File: config.mk
export PLATFORM = sky130hd
export DESIGN_NAME = mem_arbiter_rr
export DESIGN_NICKNAME = d
export VERILOG_FILES = /design/src/rtl/mem_arbiter_pkg.sv /design/src/rtl/arb_fifo.sv /design/src/rtl/mem_arbiter_rr.sv
export SDC_FILE = /design/constraint.sdc
export NUM_CORES = 1
export LEC_CHECK = 0
export BUFFER_PORTS_ARGS = -buffer_cell sky130_fd_sc_hd__buf_2
export CAP_MARGIN = 15
export CORE_MARGIN = 5
export CORE_UTILIZATION = 50
export CTS_BUF_LIST = sky130_fd_sc_hd__clkbuf_4
export CTS_CLUSTER_SIZE = 12
export DETAILED_ROUTE_END_ITERATION = 7
export HOLD_SLACK_MARGIN = 0.15
export MAX_ROUTING_LAYER = met4
export PLACE_DENSITY = 0.75
export REMOVE_ABC_BUFFERS = 1
export SLEW_MARGIN = 40
export SYNTH_ARGS = -nofsm -noshare
export SYNTH_HDL_FRONTEND = slang
export SYNTH_SLANG_ARGS = --single-unit
File: constraint.sdc
create_clock -name clk -period 2.8 [get_ports clk]
set_input_delay 0.28 -clock clk [delete_from_list [all_inputs] [get_ports clk]]
set_output_delay 0.28 -clock clk [all_outputs]
set_load 0.05 [all_outputs]
File: src/rtl/mem_arbiter_pkg.sv
// mem_arbiter_pkg: request word layout, command-stage states and a
// constant clog2 helper shared by the arbiter and its FIFOs.
package mem_arbiter_pkg;

  typedef enum logic {
    ST_IDLE = 1'b0,
    ST_BUSY = 1'b1
  } state_t;

  localparam int REQ_DATA_LSB = 0;

  function automatic int clog2(input int v);
    int r;
    r = 0;
    while ((1 << r) < v) r++;
    return r;
  endfunction

  function automatic int req_addr_lsb(input int dw);
    return dw;
  endfunction

  function automatic int req_wr_bit(input int aw, input int dw);
    return aw + dw;
  endfunction

  function automatic int req_width(input int aw, input int dw);
    return aw + dw + 1;
  endfunction

endpackage

File: src/rtl/arb_fifo.sv
// arb_fifo: synchronous FIFO with registered full/empty flags.
// Pushes while full and pops while empty are ignored.
module arb_fifo
  import mem_arbiter_pkg::*;
#(
  parameter int WIDTH = 8,
  parameter int DEPTH = 4
) (
  input  logic             clk,
  input  logic             reset_n,
  input  logic             i_push,
  input  logic             i_pop,
  input  logic [WIDTH-1:0] i_data,
  output logic [WIDTH-1:0] o_data,
  output logic             o_full,
  output logic             o_empty
);

  localparam int PW = (DEPTH > 1) ? clog2(DEPTH) : 1;
  localparam int CW = clog2(DEPTH + 1);
  localparam logic [PW-1:0] LAST = PW'(DEPTH - 1);

  logic [WIDTH-1:0] r_mem [DEPTH];
  logic [PW-1:0]    r_wr_ptr;
  logic [PW-1:0]    r_rd_ptr;
  logic [CW-1:0]    r_count;
  logic [CW-1:0]    w_count_nxt;
  logic             r_full;
  logic             r_empty;
  logic             w_push;
  logic             w_pop;

  assign w_push = i_push && !r_full;
  assign w_pop  = i_pop && !r_empty;

  assign w_count_nxt = r_count + CW'(w_push) - CW'(w_pop);

  always_ff @(posedge clk or negedge reset_n) begin
    if (!reset_n) begin
      r_wr_ptr <= '0;
      r_rd_ptr <= '0;
      r_count  <= '0;
      r_full   <= 1'b0;
      r_empty  <= 1'b1;
    end else begin
      if (w_push)
        r_wr_ptr <= (r_wr_ptr == LAST) ? '0 : r_wr_ptr + 1'b1;
      if (w_pop)
        r_rd_ptr <= (r_rd_ptr == LAST) ? '0 : r_rd_ptr + 1'b1;
      r_count <= w_count_nxt;
      r_full  <= (w_count_nxt == CW'(DEPTH));
      r_empty <= (w_count_nxt == '0);
    end
  end

  // Storage needs no reset: the pointers define what is valid.
  always_ff @(posedge clk) begin
    if (w_push) r_mem[r_wr_ptr] <= i_data;
  end

  assign o_data  = r_mem[r_rd_ptr];
  assign o_full  = r_full;
  assign o_empty = r_empty;

endmodule

File: src/rtl/mem_arbiter_rr.sv
// mem_arbiter_rr: N-port memory arbiter with per-port request FIFOs.
// Define MEM_ARBITER_FIXED_PRIORITY_EN for highest-index-wins grant.
module mem_arbiter_rr
  import mem_arbiter_pkg::*;
#(
  parameter int ADDRESS_WIDTH   = 25,
  parameter int DATA_WIDTH      = 8,
  parameter int PERIPHERALS     = 2,
  parameter int REQ_FIFO_DEPTH  = 4,
  parameter int MAX_OUTSTANDING = 4
) (
  input  logic                                 clk,
  input  logic                                 reset_n,
  input  logic [PERIPHERALS*ADDRESS_WIDTH-1:0] address,
  input  logic [PERIPHERALS-1:0]               wr,
  input  logic [PERIPHERALS*DATA_WIDTH-1:0]    data_in,
  input  logic [PERIPHERALS-1:0]               data_in_ready,
  output logic [PERIPHERALS-1:0]               fifo_full,
  output logic [PERIPHERALS-1:0]               overflow,
  output logic [DATA_WIDTH-1:0]                data_out,
  output logic [PERIPHERALS-1:0]               data_out_ready,
  output logic                                 mem_cmd_valid,
  input  logic                                 mem_cmd_ready,
  output logic                                 mem_cmd_wr,
  output logic [ADDRESS_WIDTH-1:0]             mem_cmd_address,
  output logic [DATA_WIDTH-1:0]                mem_cmd_data,
  input  logic                                 mem_rd_valid,
  input  logic [DATA_WIDTH-1:0]                mem_rd_data
);

  localparam int AW   = ADDRESS_WIDTH;
  localparam int DW   = DATA_WIDTH;
  localparam int P    = PERIPHERALS;
  localparam int RW   = req_width(AW, DW);
  localparam int WRB  = req_wr_bit(AW, DW);
  localparam int ALSB = req_addr_lsb(DW);
  localparam int IW   = clog2(P);
  localparam int CW   = clog2(MAX_OUTSTANDING + 1);
  localparam logic [P-1:0] ONE_P = 1;

  state_t        r_state;
  state_t        w_state_nxt;
  logic [RW-1:0] w_head [P];
  logic [RW-1:0] w_sel;
  logic [P-1:0]  w_empty;
  logic [P-1:0]  w_elig;
  logic [P-1:0]  w_pop;
  logic [P-1:0]  r_ovf;
  logic [P-1:0]  r_rd_rdy;
  logic [IW-1:0] w_gnt;
  logic [IW-1:0] r_cmd_idx;
  logic [IW-1:0] w_tag_head;
  logic          w_any;
  logic          w_accept;
  logic          w_load;
  logic          w_rd_ok;
  logic          w_sel_rd;
  logic          w_tag_full;
  logic          w_tag_empty;
  logic          w_tag_push;
  logic          w_tag_pop;
  logic [CW-1:0] r_rd_cnt;
  logic          r_cmd_wr;
  logic [AW-1:0] r_cmd_addr;
  logic [DW-1:0] r_cmd_data;
  logic [DW-1:0] r_data_out;
`ifndef MEM_ARBITER_FIXED_PRIORITY_EN
  logic [IW-1:0] r_last;
  int            w_idx;
  logic          w_hit;
`endif

  // Reads are counted from load, so a read sitting in the command
  // register already owns a tag slot before it is accepted.
  assign w_rd_ok = (r_rd_cnt < CW'(MAX_OUTSTANDING)) && !w_tag_full;

  for (genvar g = 0; g < P; g++) begin : g_req
    arb_fifo #(
      .WIDTH (RW),
      .DEPTH (REQ_FIFO_DEPTH)
    ) u_req (
      .clk     (clk),
      .reset_n (reset_n),
      .i_push  (data_in_ready[g]),
      .i_pop   (w_pop[g]),
      .i_data  ({wr[g], address[g*AW +: AW], data_in[g*DW +: DW]}),
      .o_data  (w_head[g]),
      .o_full  (fifo_full[g]),
      .o_empty (w_empty[g])
    );
    assign w_elig[g] = !w_empty[g] && (w_head[g][WRB] || w_rd_ok);
  end

  assign w_any = |w_elig;

`ifdef MEM_ARBITER_FIXED_PRIORITY_EN
  always_comb begin
    w_gnt = '0;
    for (int k = 0; k < P; k++)
      if (w_elig[IW'(k)]) w_gnt = IW'(k);
  end
`else
  always_comb begin
    w_gnt = '0;
    w_idx = 0;
    w_hit = 1'b0;
    for (int k = 1; k <= P; k++) begin
      w_idx = (int'(r_last) + k) % P;
      if (!w_hit && w_elig[IW'(w_idx)]) begin
        w_gnt = IW'(w_idx);
        w_hit = 1'b1;
      end
    end
  end
`endif

  assign w_sel    = w_head[w_gnt];
  assign w_sel_rd = !w_sel[WRB];
  assign w_accept = (r_state == ST_BUSY) && mem_cmd_ready;
  assign w_load   = ((r_state == ST_IDLE) || w_accept) && w_any;
  assign w_pop    = w_load ? (ONE_P << w_gnt) : '0;

  always_comb begin
    w_state_nxt = r_state;
    unique case (r_state)
      ST_IDLE: if (w_any) w_state_nxt = ST_BUSY;
      ST_BUSY: if (mem_cmd_ready && !w_any) w_state_nxt = ST_IDLE;
      default: w_state_nxt = ST_IDLE;
    endcase
  end

  always_ff @(posedge clk or negedge reset_n) begin
    if (!reset_n) r_state <= ST_IDLE;
    else          r_state <= w_state_nxt;
  end

  always_ff @(posedge clk or negedge reset_n) begin
    if (!reset_n) begin
      r_cmd_wr   <= 1'b0;
      r_cmd_addr <= '0;
      r_cmd_data <= '0;
      r_cmd_idx  <= '0;
    end else if (w_load) begin
      r_cmd_wr   <= w_sel[WRB];
      r_cmd_addr <= w_sel[ALSB +: AW];
      r_cmd_data <= w_sel[REQ_DATA_LSB +: DW];
      r_cmd_idx  <= w_gnt;
    end
  end

`ifndef MEM_ARBITER_FIXED_PRIORITY_EN
  always_ff @(posedge clk or negedge reset_n) begin
    if (!reset_n)    r_last <= IW'(P - 1);
    else if (w_load) r_last <= w_gnt;
  end
`endif

  always_ff @(posedge clk or negedge reset_n) begin
    if (!reset_n) begin
      r_rd_cnt <= '0;
      r_ovf    <= '0;
    end else begin
      r_rd_cnt <= r_rd_cnt + CW'(w_load && w_sel_rd) - CW'(w_tag_pop);
      r_ovf    <= r_ovf | (data_in_ready & fifo_full);
    end
  end

  assign w_tag_push = w_accept && !r_cmd_wr;
  assign w_tag_pop  = mem_rd_valid && !w_tag_empty;

  arb_fifo #(
    .WIDTH (IW),
    .DEPTH (MAX_OUTSTANDING)
  ) u_tag (
    .clk     (clk),
    .reset_n (reset_n),
    .i_push  (w_tag_push),
    .i_pop   (w_tag_pop),
    .i_data  (r_cmd_idx),
    .o_data  (w_tag_head),
    .o_full  (w_tag_full),
    .o_empty (w_tag_empty)
  );

  always_ff @(posedge clk or negedge reset_n) begin
    if (!reset_n) begin
      r_data_out <= '0;
      r_rd_rdy   <= '0;
    end else begin
      r_rd_rdy <= w_tag_pop ? (ONE_P << w_tag_head) : '0;
      if (w_tag_pop) r_data_out <= mem_rd_data;
    end
  end

  assign overflow        = r_ovf;
  assign data_out        = r_data_out;
  assign data_out_ready  = r_rd_rdy;
  assign mem_cmd_valid   = (r_state == ST_BUSY);
  assign mem_cmd_wr      = r_cmd_wr;
  assign mem_cmd_address = r_cmd_addr;
  assign mem_cmd_data    = r_cmd_data;

endmodule

==> flow_summary.yaml <==
clocking:
  numClockSinks: 355
  tritoncts: "done"
  cts-buffers-inserted: 90
  cts.reportedPaths.clkPinSlew_ns: 0.07
  clock_latency_ns: 0.73
  cts_root_buf: "clkbuf_4"
  ctsHtreeMaxLevel: 3
  clk_path_buf_depth: 3
route:
  wl_per_cell_microns: 19.5
  routed_wl_mm: 28.9
  drt_iter0_markers: 609
  vias_per_cell: 5.30
  drc: 0
  ant_nets: 0
  dr.pass1.iters: 5
  vias: 7860
sta:
  fin_crit_sh_pct: 97.5
  worst_slew_pin_slew_ns: 0.702
  maxSlewHeadroom_pct: 53.2
  hold_viol: 0
  max_freq_mhz: 366
  slew_violations: 0
  skew_ns: 0.0584
  setup_viol_count_final: 0
  timing.final.ws_setup_ns: 0.0712
  fin_crit_ns: 2.73
worst_setup_path:
  slowest_stage: "mux4_2"
  cpPeakStageDelay_ns: 0.53
  worst-endpoint-required_ns: 3.40
  crit_chain: "mux4_2, o21a_1, and3_4, ha_1, inv_1, ha_1, fa_1, xnor2_2, nor3b_1"
  cp-start-kind: "flop"
  critPathMostFrequentCell: "ha_1"
  crit_fanout: 3
  r2r_slack_ns: 0.07
  cp.arrival_ns: 3.33
  timing_worst_setup_path_type: "reg -> reg"
  endpoint_kind: "flop"
logic_synthesis:
  ys.flop_type: "edfxtp_1"
  synth-edff-count: 276
  synth_area_per_cell_sq_um: 18.7
  syn_inst: 740
  synthTopCellsByCount: "276 x edfxtp_1, 75 x dfrtp_1, 70 x nand3_1"
  ys_seq_area_share_pct: 74.3
  synth_top_area_cell: "edfxtp_1"
  synthDistinctLibCells: 34
  async_flop_share_pct: 22.3
  yosysMostFrequentCell: "edfxtp_1"
  synth_area_sq_mm: 0.0138
  ys_ff_latch: 355
  yosys_warnings: 0
  netlist_top_cells_area: "edfxtp_1 60%, dfrtp_1 14%, mux4_2 11%"
  synth_top_area_share_pct: 60.0
placement:
  dp_worst_setup_slack_ns: -0.0185
  place.port_buffers: 130
  hpwl_mm: 17.9
  gp_congestion: 0.849
die:
  die_h_microns: 176
  die_w_microns: 176
  die-area_sq_mm: 0.0311
  start_util_pct: 51.0
  placementRows: 60
  io_pins: 131
  core_sq_mm: 0.0271
global_routing:
  overflow: 0
  antenna_found_initial: 1
  grt_max_degree: 55
  grt_first_pass_wirelength_mm: 45.4
  grt_pass1_vias: 8447
  grt_usage_pct: 19.5
layout:
  final_layout_size_suffix_gt1_share_pct: 37.1
  nets: 1143
  final_util_pct: 63.1
  area_growth_pct: 23.6
run_status:
  status: "finished, final reports clean"
pwr:
  ir_drop_uv: 1020
  powerDensity_mw_per_mm2: 1110
  p_leak_nw: 6.43
hold_path:
  hp-class: "in -> reg"
job:
  cap_violations: 0
## logic make-up (layout without fill, tap and decap cells)
family / count (synthesis) / count (layout) / share of synthesized area (%)
XOR/XNOR: 8 / 8 / 0.507
adder cells (fa/ha/maj): 27 / 27 / 2.66
buffers and inverters: 68 / 439 / 2.25
multiplexers: 83 / 83 / 12.4
flip-flops: 355 / 355 / 74.3
other: 0 / 1 / 0
AO/OA/AOI/OAI: 51 / 51 / 2.68
AND/OR/NAND/NOR: 148 / 148 / 5.21
## path summary, 6_finish.rpt
kind	from	end	cells after the start
setup / recovery	g_req[0].u_req.r_rd_ptr[0]	g_req[1].u_req.o_full	9
hold / removal	data_in[9]	g_req[1].u_req.r_mem[2][1]	2
setup reg to reg	g_req[0].u_req.r_rd_ptr[0]	g_req[1].u_req.o_full	9
hold reg to reg	overflow[0]	overflow[0]	1
max in group asynchronous	reset_n	mem_cmd_address[10]	4
min in group asynchronous	reset_n	mem_cmd_data[3]	3
## flip-flops by register name, summed over array words and instances (netlist names), 2 cells and up
| register | flops |
|---|---|
| u_tag.r_count | 3 |
| u_tag.r_wr_ptr | 2 |
| u_tag.r_mem | 4 |
| mem_cmd_address | 25 |
| mem_cmd_data | 8 |
| data_out_ready | 2 |
| overflow | 2 |
| data_out | 8 |
| r_rd_cnt | 3 |
| g_req.u_req.r_count | 6 |
| g_req.u_req.r_wr_ptr | 4 |
| g_req.u_req.o_empty | 2 |
| g_req.u_req.o_full | 2 |
| g_req.u_req.r_mem | 272 |
| g_req.u_req.r_rd_ptr | 4 |
| u_tag.r_rd_ptr | 2 |
## critical path, delay by kind of cell, from the launching register on
kind,cells,cell delay (ns)
compound gates,1,0.25
xor+xnor,1,0.20
fa+ha+maj,3,0.87
buf+inv,1,0.04
flops,1,0.37
mux,1,0.53
simple gates,2,0.40
## stage by stage
step	cell area, sq um	power [mW]	setup TNS (ns)	std cells	hold WS (ns)
2_1_floorplan	13600	12.3	-102.89	695	-0.0156
3_3_place_gp	15000	14.2	0	1225	0.378
3_5_place_dp	15000	14.4	-0.0185	1225	0.388
4_1_cts	17000	19.1	0	1479	0.226
5_1_grt	17100	20.1	-0.0459	1484	0.239
6_report	17100	19.0	0	1484	0.306
## placed cells by master, fill, tap and decap left out, types with 33 or more instances in the layout
cell           netlist  layout
dfrtp_1             75      73
buf_2               18     129
dlygate4sd3_1        0      83
buf_4                5      33
nand2_1             42      42
clkbuf_4             0     145
mux4_2              69      69
edfxtp_1           276     276
o211ai_1            35      35
nand3_1             70      70
## where the power goes
| group | total (mW) | internal, mW | switching [mW] |
|---|---|---|---|
| Combinational | 6.87 | 2.67 | 4.21 |
| Sequential | 7.63 | 7.07 | 0.556 |
| Clock | 4.48 | 2.46 | 2.02 |
| Total | 19.0 | 12.2 | 6.79 |
## layout make-up
class                   count  area [sq um]
flip-flops and latches    355         10300
clock inverters            24           141
clock buffers             145          1090
well taps                 372           465
inverters                  23          86.3
multi-input cells         317          3270
repair buffers            247          1760
fillers                  1958         10000
diodes                      1          2.50
## layer usage
layer	part of all wire, %	track usage (%)	vias up	routed length (microns)
met1	40	24.4	3981	11600
met4	1.5	5.78	0	435
met5	0	-	-	0
met2	51	31.2	285	14700
met3	7.6	5.70	46	2200
li1	-	-	3548	-
## timing repair
action	CTS	global route
pin swaps	1	2
cloned	0	0
hold endpoints to repair	355	0
setup endpoints to repair	1	4
gates resized for setup	1	4
setup buffers	2	4
hold buffers	83	0
Power figures use the tool's default switching activity.
